[src/rtl/bch_pkg.sv]
// Shared constants for the GF(2^13), t=8 BCH encoder: field, code sizes, FSM states, generator polynomial.
package bch_pkg;

    localparam int GF_M     = 13;
    localparam int GF_N     = 8191;
    localparam int T_CORR   = 8;
    localparam int PAR_BITS = 104;

    // Low-order taps of the primitive polynomial x^13 + x^4 + x^3 + x + 1.
    localparam logic [GF_M-1:0] GF_PRIM_LOW = 13'h001B;

    typedef enum logic [1:0] {
        ST_IDLE   = 2'd0,
        ST_MSG    = 2'd1,
        ST_PARITY = 2'd2
    } bch_state_e;

    function automatic logic [GF_M-1:0] gf_mul(input logic [GF_M-1:0] a, input logic [GF_M-1:0] b);
        logic [GF_M-1:0] acc;
        logic [GF_M-1:0] x;
        acc = '0;
        x   = a;
        for (int i = 0; i < GF_M; i++) begin
            if (b[i]) acc = acc ^ x;
            x = x[GF_M-1] ? ({x[GF_M-2:0], 1'b0} ^ GF_PRIM_LOW) : {x[GF_M-2:0], 1'b0};
        end
        return acc;
    endfunction

    // Minimal polynomial of root: product of (x + root^(2^j)) over its 13 conjugates.
    function automatic logic [GF_M:0] min_poly(input logic [GF_M-1:0] root);
        logic [GF_M:0][GF_M-1:0] mp;
        logic [GF_M-1:0]         beta;
        logic [GF_M:0]           res;
        mp    = '0;
        mp[0] = 13'd1;
        beta  = root;
        for (int j = 0; j < GF_M; j++) begin
            for (int k = GF_M; k > 0; k--) begin
                mp[k] = mp[k-1] ^ gf_mul(mp[k], beta);
            end
            mp[0] = gf_mul(mp[0], beta);
            beta  = gf_mul(beta, beta);
        end
        for (int k = 0; k <= GF_M; k++) begin
            res[k] = mp[k][0];
        end
        return res;
    endfunction

    // g(x) = product of the minimal polynomials of alpha^1, alpha^3, ..., alpha^15.
    function automatic logic [PAR_BITS-1:0] gen_poly();
        logic [PAR_BITS:0] g;
        logic [PAR_BITS:0] acc;
        logic [GF_M:0]     m;
        logic [GF_M-1:0]   root;
        g    = '0;
        g[0] = 1'b1;
        root = 13'd2;
        for (int i = 1; i < 2 * T_CORR; i += 2) begin
            m   = min_poly(root);
            acc = '0;
            for (int k = 0; k <= GF_M; k++) begin
                if (m[k]) acc = acc ^ (g << k);
            end
            g    = acc;
            root = gf_mul(gf_mul(root, 13'd2), 13'd2);
        end
        return g[PAR_BITS-1:0];
    endfunction

    // x^104 term is implicit.
    localparam logic [PAR_BITS-1:0] BCH_GEN_POLY = gen_poly();

endpackage

[src/rtl/bch_serial_encoder_lfsr.sv]
// bch_gen_lfsr: 104-bit Galois-form divider by g(x); parity leaves through the MSB tap.
module bch_gen_lfsr
    import bch_pkg::*;
(
    input  logic clk,
    input  logic reset,
    input  logic clr,
    input  logic shift_en,
    input  logic fb_en,
    input  logic din,
    output logic par_tap
);

    logic [PAR_BITS-1:0] lfsr_q;
    logic [PAR_BITS-1:0] lfsr_d;
    logic                fb;

    always_comb begin
        fb     = din ^ lfsr_q[PAR_BITS-1];
        lfsr_d = lfsr_q;
        if (clr) begin
            lfsr_d = '0;
        end else if (shift_en) begin
            // Without feedback the register just drains its remainder MSB first.
            lfsr_d = {lfsr_q[PAR_BITS-2:0], 1'b0} ^ ({PAR_BITS{fb & fb_en}} & BCH_GEN_POLY);
        end
    end

    always_ff @(posedge clk) begin
        if (!reset) begin
            lfsr_q <= '0;
        end else begin
            lfsr_q <= lfsr_d;
        end
    end

    assign par_tap = lfsr_q[PAR_BITS-1];

endmodule

[src/rtl/bch_serial_encoder.sv]
// bch_serial_encoder: bit-serial systematic BCH encoder, K_MSG message bits followed by 104 parity bits.
// Build option: define BCH_ENC_PARITY_INV_EN to emit parity bits inverted (message bits are unaffected).
module bch_serial_encoder
    import bch_pkg::*;
#(
    parameter int K_MSG = 4096,
    parameter int CNT_W = 13
) (
    input  logic clk,
    input  logic reset,
    input  logic start,
    input  logic din,
    input  logic din_valid,
    output logic din_ready,
    output logic dout,
    output logic dout_valid,
    output logic dout_parity,
    output logic dout_last,
    output logic busy
);

    if (K_MSG < 1 || K_MSG > GF_N - PAR_BITS || (2 ** CNT_W) <= K_MSG || (2 ** CNT_W) <= PAR_BITS)
    begin : g_bad_params
        $error("bch_serial_encoder: K_MSG/CNT_W out of range");
    end

    localparam logic [CNT_W-1:0] CNT_MSG_LAST = CNT_W'(K_MSG - 1);
    localparam logic [CNT_W-1:0] CNT_PAR_LAST = CNT_W'(PAR_BITS - 1);
    localparam logic [CNT_W-1:0] CNT_PAR_END  = CNT_W'(PAR_BITS);

    bch_state_e       state_q, state_d;
    logic [CNT_W-1:0] cnt_q, cnt_d;
    logic             dout_q, dout_d;
    logic             dout_valid_q, dout_valid_d;
    logic             dout_parity_q, dout_parity_d;
    logic             dout_last_q, dout_last_d;

    logic lfsr_clr;
    logic lfsr_shift;
    logic lfsr_fb;
    logic par_tap;
    logic par_bit;
    logic accept;

    bch_gen_lfsr u_lfsr (
        .clk      (clk),
        .reset    (reset),
        .clr      (lfsr_clr),
        .shift_en (lfsr_shift),
        .fb_en    (lfsr_fb),
        .din      (din),
        .par_tap  (par_tap)
    );

`ifdef BCH_ENC_PARITY_INV_EN
    assign par_bit = ~par_tap;
`else
    assign par_bit = par_tap;
`endif

    assign din_ready = (state_q == ST_MSG);
    assign busy      = (state_q != ST_IDLE);
    assign accept    = din_valid & din_ready;

    always_comb begin
        state_d       = state_q;
        cnt_d         = cnt_q;
        dout_d        = 1'b0;
        dout_valid_d  = 1'b0;
        dout_parity_d = 1'b0;
        dout_last_d   = 1'b0;
        lfsr_clr      = 1'b0;
        lfsr_shift    = 1'b0;
        lfsr_fb       = 1'b0;

        unique case (state_q)
            ST_IDLE: begin
                if (start) begin
                    state_d  = ST_MSG;
                    cnt_d    = '0;
                    lfsr_clr = 1'b1;
                end
            end
            ST_MSG: begin
                if (accept) begin
                    lfsr_shift   = 1'b1;
                    lfsr_fb      = 1'b1;
                    dout_d       = din;
                    dout_valid_d = 1'b1;
                    if (cnt_q == CNT_MSG_LAST) begin
                        state_d = ST_PARITY;
                        cnt_d   = '0;
                    end else begin
                        cnt_d = cnt_q + CNT_W'(1);
                    end
                end
            end
            ST_PARITY: begin
                // cnt reaches 104 only after the last parity bit is on dout; that cycle retires the frame.
                if (cnt_q == CNT_PAR_END) begin
                    state_d = ST_IDLE;
                    cnt_d   = '0;
                end else begin
                    lfsr_shift    = 1'b1;
                    dout_d        = par_bit;
                    dout_valid_d  = 1'b1;
                    dout_parity_d = 1'b1;
                    dout_last_d   = (cnt_q == CNT_PAR_LAST);
                    cnt_d         = cnt_q + CNT_W'(1);
                end
            end
            default: begin
                state_d = ST_IDLE;
                cnt_d   = '0;
            end
        endcase
    end

    always_ff @(posedge clk) begin
        if (!reset) begin
            state_q       <= ST_IDLE;
            cnt_q         <= '0;
            dout_q        <= 1'b0;
            dout_valid_q  <= 1'b0;
            dout_parity_q <= 1'b0;
            dout_last_q   <= 1'b0;
        end else begin
            state_q       <= state_d;
            cnt_q         <= cnt_d;
            dout_q        <= dout_d;
            dout_valid_q  <= dout_valid_d;
            dout_parity_q <= dout_parity_d;
            dout_last_q   <= dout_last_d;
        end
    end

    assign dout        = dout_q;
    assign dout_valid  = dout_valid_q;
    assign dout_parity = dout_parity_q;
    assign dout_last   = dout_last_q;

endmodule

[config.mk]
export PLATFORM = sky130hd
export DESIGN_NAME = bch_serial_encoder
export DESIGN_NICKNAME = d
export VERILOG_FILES = /design/src/rtl/bch_pkg.sv /design/src/rtl/bch_serial_encoder_lfsr.sv /design/src/rtl/bch_serial_encoder.sv
export SDC_FILE = /design/constraint.sdc
export NUM_CORES = 1
export LEC_CHECK = 0
export ABC_AREA = 1
export ABC_CLOCK_PERIOD_IN_PS = 4900
export CORE_ASPECT_RATIO = 0.7
export CORE_UTILIZATION = 25
export DETAILED_ROUTE_END_ITERATION = 6
export PLACE_DENSITY_LB_ADDON = 0.25
export REMOVE_ABC_BUFFERS = 1
export SLEW_MARGIN = 20
export SYNTH_ARGS = -nofsm -noshare
export SYNTH_HDL_FRONTEND = slang
export SYNTH_SLANG_ARGS = --single-unit
[constraint.sdc]
create_clock -name clk -period 4.9 [get_ports clk]
set_clock_uncertainty 0.1 [all_clocks]
set_input_delay 0.98 -clock clk [delete_from_list [all_inputs] [get_ports clk]]
set_output_delay 0.98 -clock clk [all_outputs]
set_load 0.02 [all_outputs]
==> impl_results.md <==
* Status: finished clean
* Avg WL per Cell at roughly 10 um
* Most Used Layer, Global Route: met2
* Critical Path Slowest Stage Cell: clkdlybuf4s50_1
* Largest net degree at the start of global routing at approximately 110
* Slowest stage delay, CP at 770 ps
* P&R area growth vs syn at 15.2%
* Vias in the first global route at between 4000 and 5000
* Sequential fraction of the synthesis area at around two fifths
* # nets final at 859
* Final setup fails at 0
* # rows at 46
* CTS tree: done
* Share of the clock period used by the worst path at around three fifths
* Clk buf depth at 2
* Global-route wire length before repair at 21.6 mm
* Global-route met1 utilization at between 10% and 20%
* P_leak at around 2.5 nW
* Crit path buf inv count at 3
* Die height at about 130 um
* Non-Filler Instances at between 1000 and 1500
* Postcts setup bufs at 0
* Die Footprint at around 24000 um2
* Most common cell after layout, fill and taps aside: nor2_1
* HP Class: reg -> reg
* Crit path cell chain: clkdlybuf4s50_1 -> clkinv_1 -> a21oi_4 -> buf_4 -> nand2_1 -> nor2_1
* Maxcap violations at 0
* Worst vdd ir at approximately 0.28 mV
* Fin crit period at just under 3000 ps
* Drc violations at 0
* Antenna violations before repair at 0
* Met2 usage at between 15 and 20%
* FMAX at between 0.3 and 0.4 GHz
* Synth cell types at 25
* CTS Sinks at between 100 and 150
* Post-route cell area at approximately 6800 um2
* Post-synth EDFFs at 0
* GR Util All Layers at about 11%
* Post-CTS Hold Buffers at 0
* Placed Cells at ~1100
* Synthesized cell area at roughly 6000 um2
* Commonest non-fill, non-tap cells in the layout: 232 x nor2_1, 150 x nand2_1, 124 x nand3_1, 123 x dfxtp_1, 81 x inv_1
* Largest delay share family, worst path: buffers and inverters
* CTS root buf: clkbuf_16
* Share of cells above drive strength 1 at a little under 7%
* Slew HR at between 20% and 30%
* H-tree levels at 4
* Synth Warn # at 0
* Post-Synthesis Cells at ~860
* Final setup TNS at 0 ps
* Worst-Margin Slew at between 1000 and 1500 ps
* Synth async-reset ratio at 0%
* Die width at 186 um
* Via count at around 4700
* Placer Congestion at ~0.78
* Final count of hold timing violations at 0
* Via-to-Cell Ratio at around 4
* # fillers at 2486
* Diodes inserted at 0
* Critical Path RT at 5150 ps
* Iteration-0 DRC Markers at ~370
* DRT Pass-1 Iters at 4
* Dpl cell area at slightly above 6000 um2
* Power Density at between 500 and 600 nW/um2
* Core Region at between 20000 and 25000 um2
* Post-CTS resize count at 0
* Grt met3 use at ~3.4%
* TritonCTS buffer count at 17
* Post-route ant nets at 0
* Worst-path fanout max at a little over 40
* Main synth FF type: dfxtp_1
* Clk_lat worst skew at slightly above 400 ps
* DP Wirelength at approximately 6.4 mm
* Clock Pin Slew Worst Setup and Hold Paths at 60 ps
* Initial Util at 25.8%
* Port-buffer cells at 10
* Setup CP Type: in -> reg
* Hold Worst Slack at approximately 360 ps
* CP endpoint kind: flop
* Startpoint Class: input pin
* GR Overflow Total at 0
* IO Pins at 11
* Total power at around 4.0 mW
* Unrepaired setup endpoints after global routing: no
* Slew Viols, Final at 0
* WP data arrival at 3220 ps
* Seq cells post-synth at 123
* Syn_area_per_cell at roughly 7 um2
* Total Routed Length at 12.2 mm
==> final cells by class <==
type	instances	area, um2	share of cell area (%)
multi-input cells	603	2830	41.5
flip-flops and latches	123	2460	36.1
clock buffers	18	439	6.43
well taps	312	390	5.72
inverters	84	317	4.64
clock inverters	14	194	2.84
repair buffers	18	189	2.77
==> path summary, 6_finish.rpt <==
path,slack (ps),from,depth (start not counted),end
worst min register to register,360,u_lfsr.lfsr_q[96],2,u_lfsr.lfsr_q[96]
worst max-delay path,1930,reset,6,u_lfsr.lfsr_q[16]
worst max register to register,2350,cnt_q[0],12,u_lfsr.lfsr_q[98]
worst min-delay path,360,u_lfsr.lfsr_q[96],2,u_lfsr.lfsr_q[96]
==> state kept, by name (all words and copies together) (netlist names) <==
name	cells
cnt_q	13
state_q	2
u_lfsr.lfsr_q	104
dout_parity	1
dout	1
dout_last	1
dout_valid	1
==> report_power, final <==
group | internal [mW] | switching (mW) | total [mW] | leakage [nW]
Combinational | 0.423 | 0.879 | 1.30 | 1.23
Clock | 0.866 | 0.482 | 1.35 | 0.295
Sequential | 1.19 | 0.112 | 1.31 | 0.996
Total | 2.48 | 1.47 | 3.96 | 2.52
==> worst min-delay path, stage by stage (launching register included) <==
cell and delay, ps:
dfxtp_1 320, nor2_1 50, nor2_1 60
==> routing by layer <==
| layer | vias to the layer above | part of all wire, % | wire (um) |
|---|---|---|---|
| met3 | 10 | 3.4 | 409 |
| met5 | - | 0 | 0 |
| met1 | 2080 | 56 | 6850 |
| li1 | 2609 | - | - |
| met2 | 47 | 40 | 4830 |
| met4 | 0 | 0.90 | 110 |
==> cells by family (layout without fill, tap and decap cells) <==
family | after synthesis | after routing | synth area share, %
flip-flops | 123 | 123 | 41.6
AO/OA/AOI/OAI | 19 | 19 | 1.69
adder cells (fa/ha/maj) | 7 | 7 | 1.48
XOR/XNOR | 47 | 47 | 6.95
buffers and inverters | 136 | 134 | 11.0
AND/OR/NAND/NOR | 530 | 530 | 37.3
==> synth_stat cells (4+ instances only) <==
cell      count  area [um2]
nor3_1        4        20.0
ha_1          7        87.6
nand2_1     151         567
dfxtp_1     123        2460
xor2_1       47         412
o21ai_0       7        35.0
nand3_1     124         621
buf_2        13        65.1
inv_1        81         304
buf_1         8        30.0
buf_6        16         180
nor2_1      232         871
clkbuf_1     13        48.8
a21oi_1      10        50.1
nand4_1       4        25.0
nor2_2       10        62.6
==> stage by stage <==
stage	utilization [%]	setup WS, ps
5_1_grt	29.7	1780
4_1_cts	29.7	1930
3_5_place_dp	26.9	1520
3_3_place_gp	26.9	1460
2_1_floorplan	-	-375
6_report	29.7	1930
(Power assumes the default switching activity.)
